--- src/rtl/tdm_demux.sv ---
// Purpose : splits an interleaved TDM word stream (sync marks channel 0) into NCH per-channel registers.
// Latency : one cycle; a word accepted at edge N is visible on out_data/out_valid after edge N.
// Backpr. : none; every valid word is consumed (stored or discarded) in the cycle it is presented.
//
// Ports:
//    clk, rst_n   - clock, asynchronous active-low reset
//    in_valid     - qualifies in_sync / in_data
//    in_sync      - high with the channel-0 word of each frame
//    in_data      - incoming word
//    clear_err    - synchronous clear of sync_err (a simultaneous new error wins)
//    out_data     - channel k register at [k*WIDTH +: WIDTH]
//    out_valid    - one-hot pulse, bit k = channel k register updated
//    frame_done   - pulse when the last slot of a frame is written
//    locked       - high while frame alignment is held
//    sync_err     - sticky sync error flag
module tdm_demux #(
   parameter int WIDTH = 8,
   parameter int NCH   = 4
) (
   input  logic                   clk,
   input  logic                   rst_n,
   input  logic                   in_valid,
   input  logic                   in_sync,
   input  logic [WIDTH-1:0]       in_data,
   input  logic                   clear_err,
   output logic [NCH*WIDTH-1:0]   out_data,
   output logic [NCH-1:0]         out_valid,
   output logic                   frame_done,
   output logic                   locked,
   output logic                   sync_err
);

   localparam int SW = (NCH > 1) ? $clog2(NCH) : 1;

   localparam logic [0:0] ST_HUNT   = 1'b0;
   localparam logic [0:0] ST_LOCKED = 1'b1;

   localparam logic [SW-1:0] SLOT_FIRST = SW'(1);
   localparam logic [SW-1:0] SLOT_LAST  = SW'(NCH - 1);

   logic [0:0]           state_q,      state_d;
   logic [SW-1:0]        slot_q,       slot_d;
   logic [NCH*WIDTH-1:0] data_q,       data_d;
   logic [NCH-1:0]       out_valid_q,  out_valid_d;
   logic                 frame_done_q, frame_done_d;
   logic                 sync_err_q,   sync_err_d;

   // Decoded write request for this cycle.
   logic                 wr_en;
   logic [SW-1:0]        wr_idx;
   logic                 err_set;

   always_comb begin
      state_d      = state_q;
      slot_d       = slot_q;
      frame_done_d = 1'b0;
      wr_en        = 1'b0;
      wr_idx       = '0;
      err_set      = 1'b0;

      if (in_valid) begin
         if (state_q == ST_HUNT) begin
            // Only a sync word can start alignment; everything else is dropped.
            if (in_sync) begin
               wr_en   = 1'b1;
               wr_idx  = '0;
               slot_d  = SLOT_FIRST;
               state_d = ST_LOCKED;
            end
         end else begin
            if (slot_q == '0) begin
               if (in_sync) begin
                  wr_en  = 1'b1;
                  wr_idx = '0;
                  slot_d = SLOT_FIRST;
               end else begin
                  // Expected a frame start but sync is missing: alignment is lost.
                  err_set = 1'b1;
                  state_d = ST_HUNT;
                  slot_d  = '0;
               end
            end else if (in_sync) begin
               // Early sync: trust the new sync, restart the frame at ch0.
               // The truncated frame never reports frame_done.
               err_set = 1'b1;
               wr_en   = 1'b1;
               wr_idx  = '0;
               slot_d  = SLOT_FIRST;
            end else begin
               wr_en  = 1'b1;
               wr_idx = slot_q;
               // Explicit wrap so non-power-of-two NCH never counts into unused codes.
               if (slot_q == SLOT_LAST) begin
                  slot_d       = '0;
                  frame_done_d = 1'b1;
               end else begin
                  slot_d = slot_q + SW'(1);
               end
            end
         end
      end
   end

   always_comb begin
      data_d      = data_q;
      out_valid_d = '0;
      for (int k = 0; k < NCH; k++) begin
         if (wr_en && (wr_idx == SW'(k))) begin
            data_d[k*WIDTH +: WIDTH] = in_data;
            out_valid_d[k]           = 1'b1;
         end
      end
   end

   // A new error takes priority over a same-cycle clear.
   always_comb begin
      sync_err_d = sync_err_q;
      if (err_set) begin
         sync_err_d = 1'b1;
      end else if (clear_err) begin
         sync_err_d = 1'b0;
      end
   end

   always_ff @(posedge clk or negedge rst_n) begin
      if (!rst_n) begin
         state_q      <= ST_HUNT;
         slot_q       <= '0;
         data_q       <= '0;
         out_valid_q  <= '0;
         frame_done_q <= 1'b0;
         sync_err_q   <= 1'b0;
      end else begin
         state_q      <= state_d;
         slot_q       <= slot_d;
         data_q       <= data_d;
         out_valid_q  <= out_valid_d;
         frame_done_q <= frame_done_d;
         sync_err_q   <= sync_err_d;
      end
   end

   assign out_data   = data_q;
   assign out_valid  = out_valid_q;
   assign frame_done = frame_done_q;
   assign locked     = (state_q == ST_LOCKED);
   assign sync_err   = sync_err_q;

endmodule

--- config.mk ---
export PLATFORM = sky130hd
export DESIGN_NAME = tdm_demux
export DESIGN_NICKNAME = d
export VERILOG_FILES = /design/src/rtl/tdm_demux.sv
export SDC_FILE = /design/constraint.sdc
export NUM_CORES = 1
export LEC_CHECK = 0
export CORE_MARGIN = 2
export CORE_UTILIZATION = 48
export CTS_BUF_LIST = sky130_fd_sc_hd__clkbuf_8
export DETAILED_ROUTE_END_ITERATION = 8
export PLACE_DENSITY = 0.82
export SLEW_MARGIN = 20
export SYNTH_ARGS = -nofsm -noshare
export SYNTH_HDL_FRONTEND = slang
export SYNTH_SLANG_ARGS = --single-unit
--- constraint.sdc ---
create_clock -name clk -period 2.42 [get_ports clk]
set_input_delay 0.605 -clock clk [delete_from_list [all_inputs] [get_ports clk]]
set_output_delay 0.605 -clock clk [all_outputs]
set_load 0.005 [all_outputs]
==> results by group <==
Worst setup path
  – Worst EP required: approximately 2.6 ns
  – Worst EP arrival: between 2 and 2.5 ns
  – CP Class: in2reg
  – Setup crit start kind: primary input
  – Kind of end point of the critical path: flip-flop
  – Crit path max fanout: 5

Job
  – Max-Cap Viols: 0

Global route
  – First-pass GRT wire length: 5620 um
  – Vias in the first global route: 1200
  – GRT overflow: 0
  – Largest net degree at the start of global routing: between 40 and 50
  – Antenna violations before repair: 0
  – GR Util All Layers: approximately a fifth

Final layout
  – Fraction of final layout cells sized beyond drive strength 1: 30.2%
  – Non-Filler Instances: 215
  – Fin nets: about 190
  – Reg area: slightly above 1000 um2
  – Fill cell count: roughly 260
  – Area delta synth->final: 40.6%
  – Inserted Diodes: 0
  – Footprint of the multi-input gates: 611 um2

Clocking
  – CTS max path bufs: 2
  – Worst skew pair latency: 0.29 ns
  – CTS tree: built
  – Clock sink total: 41
  – Post-CTS Setup Bufs: 0
  – Gates resized, CTS repair: 0
  – Root Driver: clkbuf_8
  – Num CTS Buffers: 5
  – Clock-pin slew on the worst setup and hold paths: around 0.070 ns
  – Hold Buf Count CTS: 0
  – # H-tree levels: 2

Yosys
  – Mapped Area: 1680 um2
  – Mapped Cells: 108
  – Top cells by area, synth: dfrtp_1 (61%), mux2_2 (21%), ha_1 (3.0%)
  – Ys Warns: 0
  – Synth cell count leaders: dfrtp_1 (41), mux2_2 (31), inv_1 (9), ha_1 (4)
  – Synth top area share: 60.9%
  – Yosys cell types: 23
  – Yosys reg bits: 41
  – Seq/Total Area, Yosys: 60.9%
  – Main synth FF type: dfrtp_1
  – Syn_nets: 125
  – Synth area leader: dfrtp_1
  – Number of flops mapped to enable cells by yosys: 0
  – Post-synth ARST share: 100%
  – Mean Syn Cell Area: between 15 and 20 um2
  – Count leader, synth: dfrtp_1

Detailed routing
  – DR DRC count: 0
  – Initial DRC Count: 26
  – Drt first pass iters: 4
  – Vias per inst: 5.06
  – Final WL: 3340 um
  – Vias: ~1100
  – Avg WL per Cell: 15.5 um
  – Post-route ant nets: 0

STA
  – Final hold vios: 0
  – Worst slew margin: 42.5%
  – Worst-Margin Slew: 0.862 ns
  – Period utilization: between 80 and 90%
  – Shortest period the worst path allows: about 2.1 ns
  – Worst hold margin: around 0.42 ns
  – Layout Skew: 0.00419 ns
  – Endpoints failing setup: 0
  – Fin. max-slew vios: 0
  – Unrepaired setup endpoints after global routing: no
  – Fmax: 0.471 GHz

Power and ir drop
  – Pwr dens: 1180 nW/um2
  – Leakage: 0.00107 uW
  – VDD IR max: 746 uV
  – Design Power: ~2800 uW

Die
  – Rows: 21
  – # IOs: 52
  – Die height: 63.2 um
  – Core box area: approximately 3400 um2
  – Die X: 63.2 um
  – Initial Utilization: between 50% and 60%
  – Die Area: 4000 um2

Place
  – Final estimated routing congestion in global placement: about 0.78
  – DP Wirelength: 2440 um
  – Placed Cells: 207
  – Port bufs: 51

Hold path
  – Worst hold path type: in2async

Run status
  – Status: finished, final reports clean
## report_power, final
part | switching (uW) | total, uW | internal (uW)
Clock | 235 | 498 | 263
Sequential | 173 | 1150 | 978
Combinational | 378 | 1150 | 773
## logic make-up (layout without fill, tap and decap cells)
family,Yosys count,in the layout,share of synthesized area (%)
AO/OA/AOI/OAI,10,10,6.32
buffers and inverters,11,72,3.12
flip-flops,41,41,60.9
AND/OR/NAND/NOR,10,10,5.27
multiplexers,32,32,21.4
adder cells (fa/ha/maj),4,4,2.97
## area by class of cell
class / count / share of cell area [%]
Clock inverter: 1 / 0.370
Clock buffer: 7 / 4.07
Timing Repair Buffer: 55 / 22.6
Sequential cell: 41 / 43.3
Inverter: 9 / 1.43
Multi-Input combinational cell: 56 / 25.8
Tap cell: 46 / 2.43
## layer usage
layer | part of all wire, % | track usage, %
met1 | 40 | 19.6
met2 | 50 | 32.0
met3 | 7.8 | 7.32
met4 | 2.5 | 9.78
met5 | 0 | 0
## final timing paths
kind | start | cells past startpoint | to | slack, ns
max in group asynchronous | rst_n | 1 | out_data[0] | 1.46
worst max-delay path | in_sync | 7 | out_data[15] | 0.30
min in group clk | out_data[19] | 1 | out_data[19] | 0.51
worst min register to register | out_data[19] | 1 | out_data[19] | 0.51
worst min-delay path | rst_n | 1 | locked | 0.42
worst max register to register | slot_q[1] | 7 | out_data[15] | 0.39
## critical path, cell delays in order
cell,delay [ns]
clkdlybuf4s50_1,0.47
inv_1,0.04
ha_1,0.24
nor3b_2,0.20
nor3b_2,0.22
buf_4,0.18
mux2_2,0.34
## stage by stage
stage | util, % | setup TNS, ns | setup WS (ns) | instance area (um2)
after detailed placement | 67.3 | -0.00270 | -0.00202 | 2260
after floorplan | - | 0 | 0.400 | 1680
after global placement | 67.3 | 0 | 0.0151 | 2260
after CTS | 70.4 | 0 | 0.295 | 2370
final | 70.4 | 0 | 0.299 | 2370
after global routing | 70.4 | 0 | 0.218 | 2370
## cells in the final DEF, fill, tap and decap left out, types with 2 or more instances in the layout
cell type	instances
clkdlybuf4s50_1	50
dfrtp_1	41
mux2_2	31
inv_1	9
clkbuf_8	7
ha_1	4
buf_4	4
nor3b_2	2
a21oi_1	2
o22ai_1	2
o21ai_0	2
## registers in the layout, summed over array words and instances, names as in the netlist
| signal | count |
|---|---|
| frame_done | 1 |
| out_data | 32 |
| sync_err | 1 |
| locked | 1 |
| out_valid | 4 |
| slot_q | 2 |
Note: power is estimated with default switching activity, not from simulation.
